## config.mk

```make
export PLATFORM = sky130hd
export DESIGN_NAME = ps2_receiver
export DESIGN_NICKNAME = d
export VERILOG_FILES = /design/src/rtl/ps2_receiver.sv
export SDC_FILE = /design/constraint.sdc
export NUM_CORES = 1
export LEC_CHECK = 0
export ABC_AREA = 1
export ABC_CLOCK_PERIOD_IN_PS = 2550
export CAP_MARGIN = 20
export CORE_AREA = 2 2 85 87
export CTS_BUF_LIST = sky130_fd_sc_hd__clkbuf_4 sky130_fd_sc_hd__clkbuf_8
export DETAILED_ROUTE_END_ITERATION = 6
export DIE_AREA = 0 0 87 89
export GPL_TIMING_DRIVEN = 0
export PLACE_DENSITY_LB_ADDON = 0.15
export SETUP_SLACK_MARGIN = 0.05
export SYNTH_ARGS = -nofsm -noshare
export SYNTH_HDL_FRONTEND = slang
export SYNTH_SLANG_ARGS = --single-unit
```

## constraint.sdc

```tcl
create_clock -name clk -period 2.55 [get_ports clk]
set_clock_uncertainty 0.15 [all_clocks]
set_input_delay 0.6375 -clock clk [delete_from_list [all_inputs] [get_ports clk]]
set_output_delay 0.6375 -clock clk [all_outputs]
set_load 0.01 [all_outputs]
```

## src/rtl/ps2_receiver.sv

```systemverilog
// ps2_receiver: PS/2 device-to-host frame receiver with glitch filter, timeout and byte FIFO.
// Ports:
//   clk, rst_n          system clock, asynchronous active-low reset
//   ps2_clk, ps2_data   raw PS/2 lines, asynchronous to clk
//   data, valid, ready  FIFO head byte with valid/ready pop handshake
//   count               bytes currently held in the FIFO
//   parity_err          one-cycle pulse, frame dropped on bad parity
//   frame_err           one-cycle pulse, frame dropped on bad stop bit or timeout
//   overflow            one-cycle pulse, good byte dropped because FIFO full
module ps2_receiver #(
    parameter int FIFO_DEPTH     = 4,
    parameter int FILTER_LEN     = 8,
    parameter int TIMEOUT_CYCLES = 10000
) (
    input  logic                          clk,
    input  logic                          rst_n,
    input  logic                          ps2_clk,
    input  logic                          ps2_data,
    output logic [7:0]                    data,
    output logic                          valid,
    input  logic                          ready,
    output logic [$clog2(FIFO_DEPTH):0]   count,
    output logic                          parity_err,
    output logic                          frame_err,
    output logic                          overflow
);
    localparam int AW = $clog2(FIFO_DEPTH);
    localparam int CW = AW + 1;
    localparam int FW = $clog2(FILTER_LEN + 1);
    localparam int TW = $clog2(TIMEOUT_CYCLES + 1);

    typedef enum logic [1:0] {IDLE, DATA, PARITY, STOP} state_t;

    logic          clk_s1, clk_s2, dat_s1, dat_s2, filt, filt_d, sample;
    logic [FW-1:0] filt_cnt;
    state_t        state, state_n;
    logic [2:0]    bit_cnt, bit_cnt_n;
    logic [7:0]    shreg, shreg_n;
    logic          par, par_n;
    logic [TW-1:0] to_cnt, to_cnt_n;
    logic          push, push_n, parity_err_n, frame_err_n;
    logic [7:0]    mem [FIFO_DEPTH];
    logic [AW-1:0] wr_ptr, rd_ptr;
    logic [CW-1:0] cnt;
    logic          pop, full, wr_en;

    always_ff @(posedge clk or negedge rst_n) begin
        if (!rst_n) begin
            clk_s1   <= 1'b1;
            clk_s2   <= 1'b1;
            dat_s1   <= 1'b1;
            dat_s2   <= 1'b1;
            filt     <= 1'b1;
            filt_d   <= 1'b1;
            filt_cnt <= '0;
        end else begin
            clk_s1 <= ps2_clk;
            clk_s2 <= clk_s1;
            dat_s1 <= ps2_data;
            dat_s2 <= dat_s1;
            filt_d <= filt;
            if (clk_s2 == filt) begin
                filt_cnt <= '0;
            end else if (filt_cnt == FW'(FILTER_LEN - 1)) begin
                filt     <= clk_s2;
                filt_cnt <= '0;
            end else begin
                filt_cnt <= filt_cnt + 1'b1;
            end
        end
    end

    assign sample = filt_d & ~filt;

    always_ff @(posedge clk or negedge rst_n) begin
        if (!rst_n) begin
            state      <= IDLE;
            bit_cnt    <= '0;
            shreg      <= '0;
            par        <= 1'b0;
            to_cnt     <= '0;
            push       <= 1'b0;
            parity_err <= 1'b0;
            frame_err  <= 1'b0;
        end else begin
            state      <= state_n;
            bit_cnt    <= bit_cnt_n;
            shreg      <= shreg_n;
            par        <= par_n;
            to_cnt     <= to_cnt_n;
            push       <= push_n;
            parity_err <= parity_err_n;
            frame_err  <= frame_err_n;
        end
    end

    always_comb begin
        state_n      = state;
        bit_cnt_n    = bit_cnt;
        shreg_n      = shreg;
        par_n        = par;
        to_cnt_n     = (state == IDLE || sample) ? '0 : to_cnt + 1'b1;
        push_n       = 1'b0;
        parity_err_n = 1'b0;
        frame_err_n  = 1'b0;
        if (state != IDLE && !sample && to_cnt == TW'(TIMEOUT_CYCLES - 1)) begin
            state_n     = IDLE;
            bit_cnt_n   = '0;
            shreg_n     = '0;
            to_cnt_n    = '0;
            frame_err_n = 1'b1;
        end else if (sample) begin
            case (state)
                IDLE: begin
                    state_n   = dat_s2 ? IDLE : DATA;
                    bit_cnt_n = '0;
                end
                DATA: begin
                    shreg_n   = {dat_s2, shreg[7:1]};
                    bit_cnt_n = bit_cnt + 3'd1;
                    state_n   = (bit_cnt == 3'd7) ? PARITY : DATA;
                end
                PARITY: begin
                    par_n   = dat_s2;
                    state_n = STOP;
                end
                STOP: begin
                    // shreg is held in IDLE, so the push cycle still sees the byte
                    state_n      = IDLE;
                    frame_err_n  = ~dat_s2;
                    push_n       = dat_s2 & ^{shreg, par};
                    parity_err_n = dat_s2 & ~^{shreg, par};
                end
            endcase
        end
    end

    assign pop      = valid & ready;
    assign full     = cnt == CW'(FIFO_DEPTH);
    assign wr_en    = push & (~full | pop);
    assign overflow = push & full & ~pop;
    assign valid    = cnt != '0;
    assign data     = valid ? mem[rd_ptr] : 8'h00;
    assign count    = cnt;

    always_ff @(posedge clk) begin
        if (wr_en) mem[wr_ptr] <= shreg;
    end

    always_ff @(posedge clk or negedge rst_n) begin
        if (!rst_n) begin
            wr_ptr <= '0;
            rd_ptr <= '0;
            cnt    <= '0;
        end else begin
            wr_ptr <= wr_ptr + AW'(wr_en);
            rd_ptr <= rd_ptr + AW'(pop);
            cnt    <= cnt + CW'(wr_en) - CW'(pop);
        end
    end
endmodule

```

Word level (Yosys, flattened, before mapping). Memories as Yosys holds them, arrays and structs flattened. Cells that the tools add are included.

Register bits after elaboration: 48. Memory bits (writable): 32. Input port bits: 5. Output and inout port bits: 15. Logic and storage cells: 91. Memories kept: 1.

Memories: mem (words 4, width 8, read ports 1, clocked after memory_dff 0, write ports 1, RTL line 42) `logic [7:0] mem [FIFO_DEPTH];`.

Add/sub/neg operators: 7. Equal/unequal tests: 8. Muxes and demuxes: 27. Bitwise operators: 14. Reduce and logical (&&, ||, !) cells: 16.

Operators by type and width (count): 8-bit 2-to-1 mux (4); 14-bit 2-to-1 mux (2); 14-bit by 1-bit adder with 14-bit output, second input constant (1); 14-bit == test, second input constant (1); 1-bit 2-to-1 mux (12); 9-bit XNOR reduction (1); 9-bit XOR reduction (1); 4-bit 2-to-1 mux (2); 2-bit one-hot mux with 4 select lines (1); 1-bit AND (7); 3-bit == test, second input constant (2); 2-bit 2-to-1 mux (3); 3-bit 2-to-1 mux (2); 1-bit inverter (6); 3-bit one-hot mux with 2 select lines (1); 2-bit AND reduction (3); 2-bit nonzero test (3); 3-bit nonzero test (2); 2-bit by 1-bit adder with 2-bit output (2); 4-bit by 1-bit adder with 4-bit output, second input constant (1); 2-bit == test, second input constant (2); 4-bit by 3-bit == test with 1-bit output, second input constant (1); 3-bit by 1-bit adder with 3-bit output (1); 3-bit by 1-bit adder with 3-bit output, second input constant (1); 9 further kinds (10).

Depth between registers and ports, before layout.
Depth in word-level cells: 7. Depth in mapped cells: 10. Gate-level depth less buffers: 10.

Worst setup path after synthesis. OpenSTA, ideal clock, no wires.

Path type: register -> register. Start point: register cnt[1] (netlist: count[1]). End point: register cnt[2] (netlist: count[2]). Library setup time: 0.129 ns. Arrival: 2.186 ns. Required time: 2.271 ns. Setup slack: 0.085 ns. Stages on the path, launching flop included: 11. Path buffers: 0. Clock period less this slack: 2.465 ns. Cells stage by stage: dfrtp_1 nor2_1 inv_1 nor2_1 nor2_1 ha_1 inv_1 ha_1 fa_1 xnor2_1 xor2_1.

Longest elaborated chain between the ends: 6. Elaborated cells between the ends (all ways): 8. Those cells by class: add/sub (2); eq/ne (1); bitwise (4); reduce/logical (1).

Ends and longest elaborated chain: from (decl) (RTL line 44) `logic [CW-1:0] cnt;`; from (signal assigned) (RTL line 158) `cnt <= cnt + CW'(wr_en) - CW'(pop);`; 3-bit nonzero test or 3-bit == test (tied branches) (RTL line 142, 139); 1-bit AND or 1-bit inverter (tied branches) (RTL line 138, 140); 1-bit OR (RTL line 140) `assign wr_en = push & (~full | pop);`; 1-bit AND (RTL line 140); 3-bit by 1-bit adder with 3-bit output (RTL line 158); 3-bit by 1-bit subtractor with 3-bit output * (RTL line 158).

Every way passes the cells marked *; elsewhere a longest branch is shown, timed or not. A chain may end at the register's enable or synchronous reset.

Worst setup path in the final report.
Start point: register cnt[1] (netlist: count[1]). End point: output valid.

Longest elaborated chain between the ends: 1.

Ends and longest elaborated chain: 3-bit nonzero test (RTL line 142) `assign valid = cnt != '0;`; to (decl) (RTL line 20) `output logic valid,`.

Every way passes these cells.

==> flow_summary.json <==
{
  "rsz0062_at_grt": "yes",
  "dp_hpwl_um": 4740,
  "drt_iter0_drc": 113,
  "synth_seq_area_share_pct": 58.8,
  "cp_max_fo": 4,
  "slew_headroom_pct": 64.7,
  "cts-buffers-inserted": 9,
  "final_cells": 513,
  "syn_area_sq_mm": 0.00369,
  "vias_per_cell": 5.03,
  "ir_worst_vdd_uv": 446,
  "fmax_ghz": 0.414,
  "area_growth_pct": 16.5,
  "fin_crit_sh_pct": 94.8,
  "htree_num_levels": 3,
  "synth_seq_cells": 80,
  "vias": 2581,
  "yosys_warnings": 0,
  "setup_violations": 0,
  "n_antenna_cell": 0,
  "die-area_sq_mm": 0.00774,
  "crit_path_start_kind": "flip-flop",
  "postRouteWirelength_um": 6790,
  "io_pins": 20,
  "leakage_nw": 1.95,
  "port_buffers": 19,
  "cts_tree": "built",
  "nFillCells": 548,
  "utilization_pct": 64.0,
  "run_status": "completed",
  "register_area_sq_mm": 0.00217,
  "drtAntennaViolNets": 0,
  "fin_crit_ps": 2420,
  "multi_input_area_sq_mm": 0.00127,
  "grt_use_met3_pct": 3.32,
  "die_h_um": 89,
  "crit_type": "flip-flop to output port",
  "grt_use_met1_pct": 23.6,
  "grt-busiest-layer": "met2",
  "drcViolationCount": 0,
  "synth_cell_types": 33,
  "critical_path_required_ps": 1760,
  "grt_use_met2_pct": 36.5,
  "die_w_um": 87,
  "power_density_mw_per_mm2": 900,
  "gp_congestion": 0.923,
  "clk_latency_ps": 350,
  "root_buffer": "clkbuf_8",
  "place_inst": 490,
  "cts_buffer_depth": 2,
  "clkTransAtPathRegs_ps": 80,
  "crit_arrival_ps": 1630,
  "grt.total_usage_pct": 20.2,
  "overflow": 0,
  "cap_violations": 0,
  "ctsHoldBuffers": 0,
  "grt_pass1_wl_um": 11800,
  "core_area_sq_mm": 0.00672,
  "synthesis.nets": 401,
  "drv_slew": 0,
  "initial_core_util_pct": 55.0,
  "tightest_slew_ps": 529,
  "grt_max_degree": 27,
  "drt_first_pass_iters": 4,
  "min_path_type": "input port to async pin",
  "syn_inst": 387,
  "wl_per_cell_um": 13.2,
  "clkSinkCount": 80,
  "finalHoldViolations": 0,
  "antenna_found_initial": 0,
  "drive_above_1_share_pct": 15.2,
  "whs_ps": 111,
  "syn_area_per_cell_sq_um": 9.54,
  "fin_nets": 442,
  "grt_pass1_vias": 2676,
  "fp-row-count": 30,
  "endpoint_kind": "output port"
}
==> layout by cell type (no fill, tap or decap), types with 3 or more instances in the layout <==
cell,n
a21oi_1,9
buf_2,4
buf_4,8
buf_6,4
clkbuf_2,6
clkbuf_8,10
clkdlybuf4s50_1,9
dfrtp_1,42
dfstp_2,6
edfxtp_1,32
ha_1,8
inv_1,50
inv_2,3
nand2_1,67
nand3_1,20
nand4_1,4
nor2_1,63
nor2_2,3
nor2_4,3
nor3_1,7
o21ai_0,22
o21ai_1,9
xnor2_1,6
xor2_1,11
==> state kept, by name, indices dropped and copies added, names as in the netlist, 2 cells and up <==
signal	flops
count	3
to_cnt	14
wr_ptr	2
rd_ptr	2
bit_cnt	3
shreg	8
state	2
mem	32
filt_cnt	4
==> cells by family (layout without fill, tap and decap cells) <==
logic type               Yosys count  in the layout  share of synthesized area, %
buffers and inverters             63            109                          7.01
XOR/XNOR                          17             17                          4.03
flip-flops                        80             80                          58.8
AND/OR/NAND/NOR                  175            175                          20.8
adder cells (fa/ha/maj)            9              9                          3.25
multiplexers                       1              1                         0.305
AO/OA/AOI/OAI                     42             42                          5.83
==> stage by stage <==
stage                     instance area, sq um  TNS (ps)  worst slack (ps)  power, W
after CTS                                 4290         0              59.1   0.00389
after floorplan                           3690         0              85.3   0.00236
final                                     4300         0               133   0.00387
after global routing                      4300         0              8.39   0.00412
after detailed placement                  4020     -4080              -309   0.00284
after global placement                    3980    -40570              -632   0.00279
==> layer usage <==
layer  vias to the layer above  part of all wire (%)  wire length (um)
met5                         -                     0                 0
met4                         0                   2.0               134
met3                        11                   2.4               166
met2                        39                    51              3450
met1                      1207                    45              3040
li1                       1324                     -                 -
==> final cells by class <==
cell class                 instances  share of cell area [%]
tap                               80                    2.33
multi-input combinational        244                    29.6
inverter                          56                    5.00
timing repair buffer              30                    5.90
buffer                             7                    1.66
sequential                        80                    50.4
clock inverter                     7                    2.18
clock buffer                       9                    2.88
==> timing repair <==
item                                    4_1_cts  5_1_grt
pin swaps                                     1        5
resized for setup                            22       16
endpoints found under the setup margin       12       10
buffers inserted                              2        4
==> synth_stat cells <==
library cell  count  area [sq um]
a21oi_1           9          45.0
buf_2             4          20.0
buf_6             2          22.5
clkbuf_1          1          3.75
clkinv_1          1          3.75
dfrtp_1          42          1050
dfstp_2           6           158
edfxtp_1         32           961
fa_1              1          20.0
ha_1              8           100
inv_1            51           191
inv_2             3          11.3
inv_4             1          6.26
mux2_2            1          11.3
nand2_1          68           255
nand2_2           1          6.26
nand3_1          20           100
nand3_2           1          10.0
nand3b_1          1          7.51
nand4_1           4          25.0
nand4_4           1          21.3
nor2_1           64           240
nor2_2            3          18.8
nor2_4            2          22.5
nor3_1            7          35.0
nor3_2            2          20.0
nor4_1            1          6.26
o211ai_1          1          7.51
o21ai_0          22           110
o21ai_1           9          45.0
o21bai_1          1          7.51
xnor2_1           6          52.6
xor2_1           11          96.3
==> final timing paths <==
path                               startpoint                   end  slack (ps)  depth (start not counted)
max                        count[1]$_DFF_PN0_                 valid         130                          5
min                                     rst_n  to_cnt[11]$_DFF_PN0_         110                          1
max reg2reg                count[1]$_DFF_PN0_    count[2]$_DFF_PN0_         170                         11
min reg2reg                  clk_s1$_DFF_PN1_      clk_s2$_DFF_PN1_         210                          0
max in group asynchronous               rst_n      dat_s2$_DFF_PN1_        1550                          2
min in group clk             clk_s1$_DFF_PN1_      clk_s2$_DFF_PN1_         210                          0
==> critical path, cell delays in order (launching register included) <==
cell,delay [ps]
dfrtp_1,420
nor2_1,130
inv_1,80
nor2_4,140
inv_1,50
clkdlybuf4s50_1,470
==> power breakdown <==
part           total [W]  switching [W]  internal, W
Clock            0.00102       0.000469     0.000551
Sequential       0.00161       0.000121      0.00149
Combinational    0.00125       0.000713     0.000533
Total            0.00387        0.00130      0.00257
Note: power is estimated with default switching activity, not from simulation.
